**src/rtl/divider_seq.sv**
```systemverilog
// Sequential restoring radix-2 unsigned divider: one quotient bit per clock, MSB first.
// A result is presented for one cycle (valid) exactly M cycles after a start is accepted.
`timescale 1ns/1ps
module divider_seq #(
    parameter int M = 26,
    parameter int D = 26
) (
    input  logic         clk,
    input  logic         rst,
    input  logic         start,
    input  logic [M-1:0] dividend,
    input  logic [D-1:0] divisor,
    output logic         ready,
    output logic         valid,
    output logic [M-1:0] quotient,
    output logic [D-1:0] remainder,
    output logic         div_zero
);
    localparam int CW = (M > 1) ? $clog2(M) : 1;
    localparam int RW = D + 1;

    typedef enum logic [1:0] {
        S_IDLE = 2'd0,
        S_BUSY = 2'd1,
        S_DONE = 2'd2
    } state_t;

    state_t        r_state;
    state_t        w_next;
    logic [CW-1:0] r_cnt;
    logic [RW-1:0] r_prem;
    logic [M-1:0]  r_qsh;
    logic [D-1:0]  r_dvs;
    logic [M-1:0]  r_quo;
    logic [D-1:0]  r_rem;
    logic          r_dz;

    logic          w_accept;
    logic          w_last;
    logic          w_ge;
    logic [RW:0]   w_shift;
    logic [RW-1:0] w_prem_nxt;
    logic [M-1:0]  w_qsh_nxt;

    assign w_accept = start && ready;
    assign w_last   = (r_cnt == CW'(M - 1));

    // r_qsh starts as the dividend and drains MSB-first while quotient bits fill in from the LSB.
    assign w_shift    = {r_prem, r_qsh[M-1]};
    assign w_ge       = (w_shift >= {2'b00, r_dvs});
    assign w_prem_nxt = w_ge ? RW'(w_shift - {2'b00, r_dvs}) : w_shift[RW-1:0];
    assign w_qsh_nxt  = (r_qsh << 1) | M'(w_ge);

    always_ff @(posedge clk) begin
        if (rst) begin
            r_state <= S_IDLE;
        end else begin
            r_state <= w_next;
        end
    end

    always_comb begin
        w_next = r_state;
        case (r_state)
            S_IDLE:  if (start) w_next = S_BUSY;
            S_BUSY:  if (w_last) w_next = S_DONE;
            S_DONE:  w_next = start ? S_BUSY : S_IDLE;
            default: w_next = S_IDLE;
        endcase
    end

    always_comb begin
        ready = 1'b1;
        valid = 1'b0;
        case (r_state)
            S_BUSY:  ready = 1'b0;
            S_DONE:  valid = 1'b1;
            default: ;
        endcase
    end

    // A zero divisor needs no special path: every compare succeeds, so the quotient
    // fills with ones and the partial remainder ends up holding the low dividend bits.
    always_ff @(posedge clk) begin
        if (rst) begin
            r_cnt  <= '0;
            r_prem <= '0;
            r_qsh  <= '0;
            r_dvs  <= '0;
            r_quo  <= '0;
            r_rem  <= '0;
            r_dz   <= 1'b0;
        end else if (w_accept) begin
            r_qsh  <= dividend;
            r_dvs  <= divisor;
            r_prem <= '0;
            r_cnt  <= '0;
        end else if (r_state == S_BUSY) begin
            r_qsh  <= w_qsh_nxt;
            r_prem <= w_prem_nxt;
            r_cnt  <= r_cnt + CW'(1);
            if (w_last) begin
                r_quo <= w_qsh_nxt;
                r_rem <= w_prem_nxt[D-1:0];
                r_dz  <= (r_dvs == '0);
            end
        end
    end

    assign quotient  = r_quo;
    assign remainder = r_rem;
    assign div_zero  = r_dz;

endmodule

```
**config.mk**
```make
export PLATFORM = sky130hd
export DESIGN_NAME = divider_seq
export DESIGN_NICKNAME = d
export VERILOG_FILES = /design/src/rtl/divider_seq.sv
export SDC_FILE = /design/constraint.sdc
export NUM_CORES = 1
export LEC_CHECK = 0
export CORE_ASPECT_RATIO = 0.9
export CORE_MARGIN = 2
export CORE_UTILIZATION = 36
export CTS_CLUSTER_SIZE = 14
export DETAILED_ROUTE_END_ITERATION = 10
export PLACE_DENSITY_LB_ADDON = 0.25
export SYNTH_ARGS = -nofsm -noshare
export SYNTH_HDL_FRONTEND = slang
export SYNTH_SLANG_ARGS = --single-unit
```
**constraint.sdc**
```tcl
create_clock -name clk -period 2.8 [get_ports clk]
set_input_delay 0.7 -clock clk [delete_from_list [all_inputs] [get_ports clk]]
set_output_delay 0.7 -clock clk [all_outputs]
set_load 0.02 [all_outputs]
```
==> results.py <==
metrics = {
    "die": {
        "initial_core_util": 0.366,
        "fp.dieW_um": 151,
        "die_area_mm2": 0.0206,
        "core_mm2": 0.0191,
        "top_level_ports": 110,
        "die_h_um": 136,
        "fp-row-count": 48,
    },
    "yosys": {
        "synthCells": 859,
        "syn_nets": 943,
        "synthFlopType": "dfxtp_1",
        "synth-seq-cells": 139,
        "synth_warnings": 0,
        "synth.avg_cell_area_um2": 8.14,
        "synth_edf_count": 0,
        "syn-cell-area_mm2": 0.00699,
        "async_reset_ff_frac": 0,
        "ys_types": 64,
        "yosysSeqAreaShare": 0.398,
    },
    "place": {
        "postPlaceCellArea_mm2": 0.00834,
        "pre_cts_slack_ns": 0.0518,
        "gp_congestion": 0.892,
        "post-dp-hpwl_um": 13300,
        "dp.cells": 1188,
        "io_buffers": 109,
    },
    "clock_network": {
        "clkLatencyLatePin_ns": 0.43,
        "clock_sinks": 139,
        "cts-root-buf": "clkbuf_16",
        "tritoncts": "done",
        "clockBufferDepth": 2,
        "cts.htree.levels": 4,
        "path_clk_slew_ns": 0.06,
        "cts_inserted_buffers": 17,
    },
    "finish": {
        "final_cell_area_mm2": 0.00916,
        "fin_cells": 1228,
        "layout-drive-gt1-share": 0.102,
        "most-common-layout-cells": "dfxtp_1, nand2_1, clkdlybuf4s50_1",
        "utilization": 0.480,
        "nNetsFinal": 1049,
        "num_antenna_cells": 0,
        "final_common_cell": "dfxtp_1",
        "synthToLayoutAreaGrowth_pct": 31.0,
    },
    "status": {
        "status": "finished clean",
    },
    "sta": {
        "worst_slew_pin_slew_ns": 0.752,
        "clock_skew_ns": 0.0101,
        "fin_crit_sh": 0.964,
        "slew_viol_final": 0,
        "setup_viol": 0,
        "setup_ws_ns": 0.102,
        "finalHoldViolations": 0,
        "finalCriticalPeriod_ns": 2.70,
        "fmax_ghz": 0.371,
        "maxSlewHeadroom": 0.499,
    },
    "critical_path": {
        "cp-start-kind": "flip-flop",
        "crit_required_ns": 3.14,
        "crit_start": "r_dvs[7]$_SDFFE_PP0P_",
        "reg2reg_setup_slack_ns": 0.10,
        "timing.rr.end": "remainder[15]$_SDFFE_PP0P_",
        "arrival_ns": 3.04,
        "path_class": "reg2reg",
        "r2r_cells": 11,
        "crit_path_end_kind": "flip-flop",
        "reg2reg_from": "r_dvs[7]$_SDFFE_PP0P_",
        "path_max_fanout": 7,
        "crit_end": "remainder[15]$_SDFFE_PP0P_",
    },
    "route": {
        "drc": 0,
        "wl_per_cell_um": 15.6,
        "ant_nets": 0,
        "initialDrtViolationCount": 568,
        "dr.pass1.iters": 5,
        "num_vias": 6313,
        "wirelength_um": 19100,
        "viasPerCell": 5.14,
    },
    "grt": {
        "overflow": 0,
        "grtUsageTotal": 0.185,
        "grt_start_max_net_pins": 63,
        "grt_antenna_before_repair": 0,
        "grt_first_pass_wirelength_um": 29900,
        "grt_pass1_vias": 5697,
    },
    "power": {
        "finalPower_uw": 6310,
        "pwr-share-comb": 0.280,
        "ir_drop_uv": 495,
        "p_seq_frac": 0.340,
        "p_leak_uw": 0.00345,
        "p_int_uw": 4260,
        "cellPowerDensity_mw_per_mm2": 688,
        "switching_share": 0.324,
        "pwr-share-clk": 0.380,
        "power.switching_uw": 2040,
    },
    "hold_path": {
        "hp-class": "reg2reg",
        "hold_start": "quotient[5]$_SDFFE_PP0P_",
    },
    "flow_run": {
        "cap_violations": 0,
    },
}
worst min path at each step:
stage,to,slack [ns],depth (start not counted)
floorplan,quotient[10]$_SDFFE_PP0P_,0.44,2
global placement,quotient[2]$_SDFFE_PP0P_,0.45,2
detailed placement,quotient[2]$_SDFFE_PP0P_,0.45,2
CTS,quotient[2]$_SDFFE_PP0P_,0.45,2
global route,quotient[19]$_SDFFE_PP0P_,0.47,2
finish,quotient[5]$_SDFFE_PP0P_,0.45,2
worst max-delay path, stage by stage, from the launching register on:
cell and delay [ns]:
dfxtp_1 0.36, inv_1 0.12, ha_1 0.36, a21oi_2 0.23, nand2_1 0.11, o21ai_2 0.16
a21boi_2 0.10, o311ai_4 0.43, buf_6 0.19, nand2_8 0.10, mux2i_2 0.20, a211oi_1 0.24
state kept, by name (all words and copies together) (netlist names):
register,flops
quotient,26
r_prem,27
r_state,2
remainder,26
r_cnt,5
r_qsh,26
div_zero,1
r_dvs,26
synthesized netlist by cell type (12+ instances only):
cell type / instances / area, um2
inv_1: 35 / 131
nor2_1: 81 / 304
a211oi_1: 54 / 405
o21ai_0: 36 / 180
xor2_1: 12 / 105
xnor2_1: 12 / 105
ha_1: 28 / 350
nand2_1: 134 / 503
a21oi_1: 109 / 546
nand3_1: 15 / 75.1
mux2i_1: 47 / 470
clkbuf_1: 43 / 161
dfxtp_1: 139 / 2780
nor4_1: 13 / 81.3
area by class of cell:
| cell class | instances | area [um2] |
|---|---|---|
| clock buffers | 19 | 443 |
| clock inverters | 13 | 179 |
| fillers | 1929 | 9940 |
| inverters | 36 | 135 |
| multi-input cells | 635 | 4020 |
| flip-flops and latches | 139 | 2780 |
| well taps | 250 | 313 |
| repair buffers | 136 | 1290 |
cell families after synthesis:
kind of cell / synth area share
AO/OA/AOI/OAI: 0.215
multiplexers: 0.0673
buffers and inverters: 0.0522
XOR/XNOR: 0.0301
AND/OR/NAND/NOR: 0.184
adder cells (fa/ha/maj): 0.0530
flip-flops: 0.398
repair_timing:
item | 4_1_cts | 5_1_grt
setup endpoints to repair | 0 | 54
buffers inserted | 0 | 5
hold buffers | 0 | 0
gates resized for setup | 0 | 31
hold endpoints to repair | 0 | 0
per-layer routing:
metal / up-vias / GRT usage / wire length (um)
met5: - / 0 / 0
met3: 29 / 0.0416 / 854
met4: 0 / 0.0540 / 299
met2: 131 / 0.253 / 8010
met1: 2890 / 0.285 / 9950
li1: 3263 / - / -
power by group through the flow:
| stage | clock network (uW) | registers (uW) | logic (uW) |
|---|---|---|---|
| 2_1_floorplan | 0 | 2160 | 1170 |
| 3_3_place_gp | 0 | 2180 | 1540 |
| 3_5_place_dp | 0 | 2190 | 1540 |
| 4_1_cts | 2440 | 2140 | 1550 |
| 5_1_grt | 2520 | 2160 | 1930 |
| 6_report | 2400 | 2140 | 1760 |
per-stage QoR:
step | TNS (ns) | hold slack [ns]
2_1_floorplan | 0 | 0.445
3_3_place_gp | 0 | 0.446
3_5_place_dp | 0 | 0.446
4_1_cts | 0 | 0.455
5_1_grt | -0.165 | 0.471
6_report | 0 | 0.454
Power figures use the tool's default switching activity.
